==> src/rtl/divider_iter_pkg.sv <==
// Shared types and sizing helpers for the iterative restoring divider.
// Fixed-width aliases are for instantiating the divider on the word/doubleword paths.
package divider_iter_pkg;

  typedef logic [31:0]  u32;
  typedef logic [63:0]  u64;
  typedef logic [127:0] u128;

  localparam int DIV_WIDTH_DEFAULT = 64;

  // One extra bit so the count can reach WIDTH without wrapping.
  function automatic int count_bits(input int width);
    return $clog2(width) + 1;
  endfunction

endpackage

==> src/rtl/divider_iter_div_step.sv <==
// One combinational radix-2 restoring step on {rem, quo}.
// Kept separate so two of these can later be chained for 2 bits per cycle.
module div_step
  import divider_iter_pkg::*;
#(
  parameter int WIDTH = DIV_WIDTH_DEFAULT
) (
  input  logic [WIDTH:0]   rem_i,
  input  logic [WIDTH-1:0] quo_i,
  input  logic [WIDTH-1:0] divisor_i,
  output logic [WIDTH:0]   rem_o,
  output logic [WIDTH-1:0] quo_o
);

  logic [WIDTH+1:0] shifted;
  logic [WIDTH:0]   diff;
  logic             take;

  // The full-width compare decides the quotient bit; the narrower subtract is exact whenever it is taken.
  always_comb begin
    shifted = {rem_i, quo_i[WIDTH-1]};
    take    = (shifted >= {2'b00, divisor_i});
    diff    = shifted[WIDTH:0] - {1'b0, divisor_i};
    rem_o   = take ? diff : shifted[WIDTH:0];
    quo_o   = {quo_i[WIDTH-2:0], take};
  end

endmodule

==> src/rtl/divider_iter.sv <==
// Iterative unsigned divider: one quotient bit per cycle, done pulses with {remainder, quotient}.
// Responder side of the execute-stage valid/done handshake; valid low mid-operation flushes it.
module divider_iter
  import divider_iter_pkg::*;
#(
  parameter int WIDTH = DIV_WIDTH_DEFAULT
) (
  input  logic               clk,
  input  logic               reset,
  input  logic               valid,
  input  logic [WIDTH-1:0]   a,
  input  logic [WIDTH-1:0]   b,
  output logic               done,
  output logic [2*WIDTH-1:0] c
);

  localparam int CW = count_bits(WIDTH);

  localparam logic [1:0] IDLE = 2'd0;
  localparam logic [1:0] BUSY = 2'd1;
  localparam logic [1:0] DONE = 2'd2;

  logic [1:0]         state_q, state_d;
  logic [CW-1:0]      count_q, count_d;
  logic [WIDTH:0]     rem_q, rem_d;
  logic [WIDTH-1:0]   quo_q, quo_d;
  logic [WIDTH-1:0]   div_q, div_d;
  logic [2*WIDTH-1:0] c_q, c_d;

  logic [WIDTH:0]     step_rem;
  logic [WIDTH-1:0]   step_quo;

  div_step #(.WIDTH(WIDTH)) u_step (
    .rem_i     (rem_q),
    .quo_i     (quo_q),
    .divisor_i (div_q),
    .rem_o     (step_rem),
    .quo_o     (step_quo)
  );

  always_comb begin
    state_d = state_q;
    count_d = count_q;
    rem_d   = rem_q;
    quo_d   = quo_q;
    div_d   = div_q;
    c_d     = c_q;
    case (state_q)
      IDLE: begin
        if (valid) begin
          quo_d   = a;
          div_d   = b;
          rem_d   = '0;
          count_d = '0;
          state_d = BUSY;
        end
      end
      BUSY: begin
        if (!valid) begin
          state_d = IDLE;
        end else begin
          rem_d   = step_rem;
          quo_d   = step_quo;
          count_d = count_q + CW'(1);
          // The result register is loaded on the final step so c is stable for the whole DONE cycle.
          if (count_q == CW'(WIDTH - 1)) begin
            state_d = DONE;
            c_d     = {step_rem[WIDTH-1:0], step_quo};
          end
        end
      end
      DONE:    state_d = IDLE;
      default: state_d = IDLE;
    endcase
  end

  always_ff @(posedge clk) begin
    if (!reset) begin
      state_q <= IDLE;
      count_q <= '0;
      rem_q   <= '0;
      quo_q   <= '0;
      div_q   <= '0;
      c_q     <= '0;
    end else begin
      state_q <= state_d;
      count_q <= count_d;
      rem_q   <= rem_d;
      quo_q   <= quo_d;
      div_q   <= div_d;
      c_q     <= c_d;
    end
  end

  assign done = (state_q == DONE);
  assign c    = c_q;

endmodule

==> config.mk <==
export PLATFORM = sky130hd
export DESIGN_NAME = divider_iter
export DESIGN_NICKNAME = d
export VERILOG_FILES = /design/src/rtl/divider_iter_pkg.sv /design/src/rtl/divider_iter_div_step.sv /design/src/rtl/divider_iter.sv
export SDC_FILE = /design/constraint.sdc
export NUM_CORES = 1
export LEC_CHECK = 0
export BUFFER_PORTS_ARGS = -buffer_cell sky130_fd_sc_hd__buf_4
export CORE_AREA = 3 3 216 218
export CTS_CLUSTER_SIZE = 16
export DETAILED_ROUTE_END_ITERATION = 12
export DIE_AREA = 0 0 219 221
export HOLD_SLACK_MARGIN = 0.15
export PLACE_DENSITY = 0.62
export SETUP_SLACK_MARGIN = 0.02
export SYNTH_ARGS = -nofsm -noshare
export SYNTH_HDL_FRONTEND = slang
export SYNTH_SLANG_ARGS = --single-unit
export TNS_END_PERCENT = 1
==> constraint.sdc <==
create_clock -name clk -period 2.9 [get_ports clk]
set_input_delay 0 -clock clk [delete_from_list [all_inputs] [get_ports clk]]
set_output_delay 0 -clock clk [all_outputs]
set_load 0.05 [all_outputs]
==> results.py <==
metrics = {
    "die": {
        "die_area_mm2": 0.04840,
        "ioPinCount": 260,
        "die_w_um": 219,
        "initial_core_util": 0.3677,
        "num_rows": 78,
        "die_h_um": 221,
        "core_mm2": 0.04509,
    },
    "sta": {
        "fin_ws_ns": -0.2183,
        "finClkSkew_ns": 0.01221,
        "max_freq_ghz": 0.3207,
        "fin_hold_ws_ns": 0.2407,
        "grt_setup_unrepaired": "true",
        "hold_viol_final": 0,
        "drv_slew": 0,
        "period_share": 1.075,
        "finalSetupViolCount": 117,
        "post-route-min-period_ns": 3.118,
        "slew-limit-headroom": 0.4836,
        "fin_tns_setup_ns": -10.92,
        "worstMarginPinSlew_ns": 0.7747,
    },
    "final_layout": {
        "drive_gt1_frac": 0.2558,
        "area_growth_pct": 43.30,
        "finalInstanceArea_mm2": 0.02376,
        "fill_cells": 4225,
        "finalNetCount": 2816,
    },
    "place": {
        "place.gp.congestion": 0.9135,
        "portBuffers": 259,
        "dpl_cell_area_mm2": 0.02052,
        "place_ws_ns": -0.2838,
        "hpwl_mm": 38.35,
    },
    "power_and_ir_drop": {
        "p_leak_uw": 0.009904,
        "ir_worst_vdd_uv": 457.1,
        "p_per_area_mw_per_mm2": 466.8,
        "power.total_uw": 11090,
    },
    "setup_path": {
        "r2r-end": "rem_q[18]$_SDFFE_PN0P_",
        "critical-path-max-stage-delay_ns": 0.38,
        "cp.required_ns": 3.34,
        "critPathArrivalTime_ns": 3.56,
        "rr_startpoint": "quo_q[63]$_SDFFE_PN0P_",
        "ff2ff_setup_slack_ns": -0.22,
        "path_max_fanout": 7,
        "worstSetupStartpointType": "flip-flop",
        "critPathBufInv": 5,
        "path_class": "reg -> reg",
        "cpLargestDelayFamily": "compound AO/OA/AOI/OAI gates",
        "slowest_stage": "fa_2",
        "worstPathCellList": "inv_2, ha_4, inv_2, fa_2, a211oi_4, o21ai_2, buf_4, nand3_4, a31oi_4, and3_4, o2111ai_4, nand3_4, buf_12, buf_12, mux2_4, a22o_1",
        "endpoint_kind": "flip-flop",
        "rr_worst_depth": 16,
    },
    "grt": {
        "grt_overflow_total": 0,
        "grtUsageTotal": 0.2208,
        "grt_pass1_wl_mm": 87.91,
        "antenna_found_initial": 2,
        "grt_pass1_vias": 16868,
        "grt_max_degree": 101,
    },
    "min_path": {
        "hold_path_class": "in -> reg",
        "holdPathEnd": "div_q[50]$_SDFFE_PN0P_",
        "whs_path_depth": 4,
        "min_from": "b[50]",
    },
    "yosys": {
        "syn_nets": 2294,
        "synth_flop_cell": "dfxtp_1",
        "async_reset_ff_frac": 0,
        "yosys.cell_types.count": 78,
        "synthCells": 2097,
        "synth-seq-cells": 330,
        "synth_edf_count": 0,
        "ys_seq_area_frac": 0.3985,
        "avgSynthCellArea_um2": 7.905,
        "yosys_warnings": 0,
        "synthesis.area_mm2": 0.01658,
    },
    "run_status": {
        "violations": "negative setup slack",
        "outcome": "complete, but fails checks",
    },
    "job": {
        "drv_cap": 0,
    },
    "clock_tree": {
        "clkSinkCount": 330,
        "clock_path_buffers": 3,
        "cts_root_buf": "clkbuf_16",
        "clk_pin_slew_worst_paths_ns": 0.06,
        "cts_tree": "built",
        "clk_latency_ns": 0.56,
        "cts_buffers": 39,
        "cts_max_level": 2,
    },
    "detailed_routing": {
        "ant_nets": 0,
        "via_per_inst": 5.214,
        "wl_mm": 55.07,
        "wl_per_cell_um": 16.94,
        "drc": 0,
        "dr.pass1.iters": 5,
        "vias": 16956,
        "drtIter0Drc": 1070,
    },
}
==> registers in the layout, summed over array words and instances (netlist names) <==
signal and cells:
state_q 2, count_q 7, c 128, rem_q 65
quo_q 64, div_q 64
==> layout by cell type (no fill, tap or decap), types with 23 or more instances in the layout <==
master,count
buf_4,467
nor2_1,150
ha_1,61
clkbuf_16,44
o21ai_2,23
dlygate4sd3_1,133
xor2_1,34
o21ai_1,54
a211oi_1,85
inv_1,82
o21ai_0,78
nand2_1,409
dfxtp_1,327
mux2i_1,74
a21oi_1,234
a21o_1,29
==> per-layer routing <==
layer  share of wire  routed length, um  GRT usage
met2            0.47              25810     0.3694
met4           0.027               1483    0.07109
met5               0                  0          0
met3           0.068               3727    0.04999
met1            0.44              24050     0.2816
==> final cells by class <==
| type | instances | area, um^2 | share of cell area |
|---|---|---|---|
| sequential | 330 | 6613 | 0.2784 |
| multi-input combinational | 1546 | 9637 | 0.4057 |
| antenna | 2 | 5.005 | 0.0002107 |
| clock buffer | 60 | 1136 | 0.04782 |
| clock inverter | 12 | 115.1 | 0.004846 |
| timing repair buffer | 617 | 5175 | 0.2178 |
| inverter | 85 | 324.1 | 0.01364 |
| tap | 600 | 750.7 | 0.03160 |
==> repair_timing <==
action / CTS / global route
hold buffers: 133 / 0
cloned: 0 / 4
pin swaps: 35 / 49
buffers inserted: 1 / 2
hold endpoints to repair: 179 / 0
gates resized for setup: 53 / 100
setup endpoints to repair: 130 / 131
==> kinds of logic (layout without fill, tap and decap cells) <==
family          count (synthesis)  after routing  share of synthesized area
flops                         330            330                     0.3985
fa+ha+maj                      66             66                    0.05027
mux                            84             84                    0.05102
simple gates                  696            696                     0.1787
other cells                     0              2                          0
compound gates                647            647                     0.2408
buf+inv                       221            774                    0.05276
xor+xnor                       53             53                    0.02800
==> metrics by stage <==
stage                 util  std cells
detailed placement  0.4550       3038
global route        0.5269       3252
finish              0.5269       3252
floorplan                -       2097
CTS                 0.5166       3244
global placement    0.4550       3038
==> Yosys cell counts, types with 3 or more instances <==
| cell | number | area share |
|---|---|---|
| a211oi_2 | 7 | 0.0053 |
| a21o_1 | 29 | 0.013 |
| o31ai_1 | 6 | 0.0027 |
| o21ai_1 | 33 | 0.010 |
| a21oi_1 | 246 | 0.074 |
| nor3b_1 | 3 | 0.0014 |
| xor2_1 | 34 | 0.018 |
| and2_1 | 8 | 0.0030 |
| xnor2_1 | 19 | 0.010 |
| nand2_1 | 417 | 0.094 |
| nand2b_1 | 10 | 0.0038 |
| nor2_1 | 153 | 0.035 |
| o21bai_1 | 18 | 0.0082 |
| and3_1 | 8 | 0.0030 |
| or2_2 | 4 | 0.0015 |
| o211ai_1 | 11 | 0.0050 |
| ha_1 | 65 | 0.049 |
| buf_6 | 3 | 0.0020 |
| nand3_1 | 16 | 0.0048 |
| o21ai_0 | 123 | 0.037 |
| nor3_1 | 18 | 0.0054 |
| nor4_1 | 4 | 0.0015 |
| a32oi_1 | 9 | 0.0048 |
| nand4_1 | 22 | 0.0083 |
| a221o_1 | 4 | 0.0024 |
| buf_4 | 3 | 0.0014 |
| buf_1 | 6 | 0.0014 |
| dfxtp_1 | 330 | 0.40 |
| and3_4 | 3 | 0.0020 |
| inv_1 | 84 | 0.019 |
| nor2b_1 | 11 | 0.0042 |
| a221oi_1 | 3 | 0.0016 |
| a211oi_1 | 97 | 0.044 |
| a31oi_1 | 13 | 0.0049 |
| clkbuf_1 | 115 | 0.026 |
| buf_2 | 9 | 0.0027 |
| or3_1 | 8 | 0.0030 |
| and4_1 | 3 | 0.0016 |
| a22o_1 | 3 | 0.0016 |
| mux2i_1 | 83 | 0.050 |
| a211o_1 | 3 | 0.0016 |
| o21a_1 | 12 | 0.0054 |
==> power breakdown <==
part / leakage, uW / switching [uW] / internal [uW]
registers: 0.00269 / 81.0 / 4650
clock network: 0.000602 / 2010 / 2810
logic: 0.00662 / 800 / 737
==> worst reg2reg max path: cells and delay by family (launching register included) <==
family	cells	cell delay, ns
AO/OA/AOI/OAI	5	0.90
adder cells (fa/ha/maj)	2	0.51
buffers and inverters	5	0.56
flip-flops	1	0.32
multiplexers	1	0.31
AND/OR/NAND/NOR	3	0.39
==> worst max path at each step <==
| stage | from | end | slack (ns) | cells past startpoint |
|---|---|---|---|---|
| after floorplan | quo_q[63]$_SDFFE_PN0P_ | rem_q[64]$_SDFFE_PN0P_ | 0.02 | 14 |
| after global placement | div_q[6]$_SDFFE_PN0P_ | c[125]$_SDFFE_PN0P_ | -0.23 | 13 |
| after detailed placement | div_q[45]$_SDFFE_PN0P_ | c[98]$_SDFFE_PN0P_ | -0.28 | 14 |
| after CTS | quo_q[63]$_SDFFE_PN0P_ | rem_q[57]$_SDFFE_PN0P_ | -0.21 | 16 |
| after global routing | quo_q[63]$_SDFFE_PN0P_ | rem_q[57]$_SDFFE_PN0P_ | -0.32 | 17 |
| final | quo_q[63]$_SDFFE_PN0P_ | rem_q[18]$_SDFFE_PN0P_ | -0.22 | 16 |
Power figures use the tool's default switching activity.
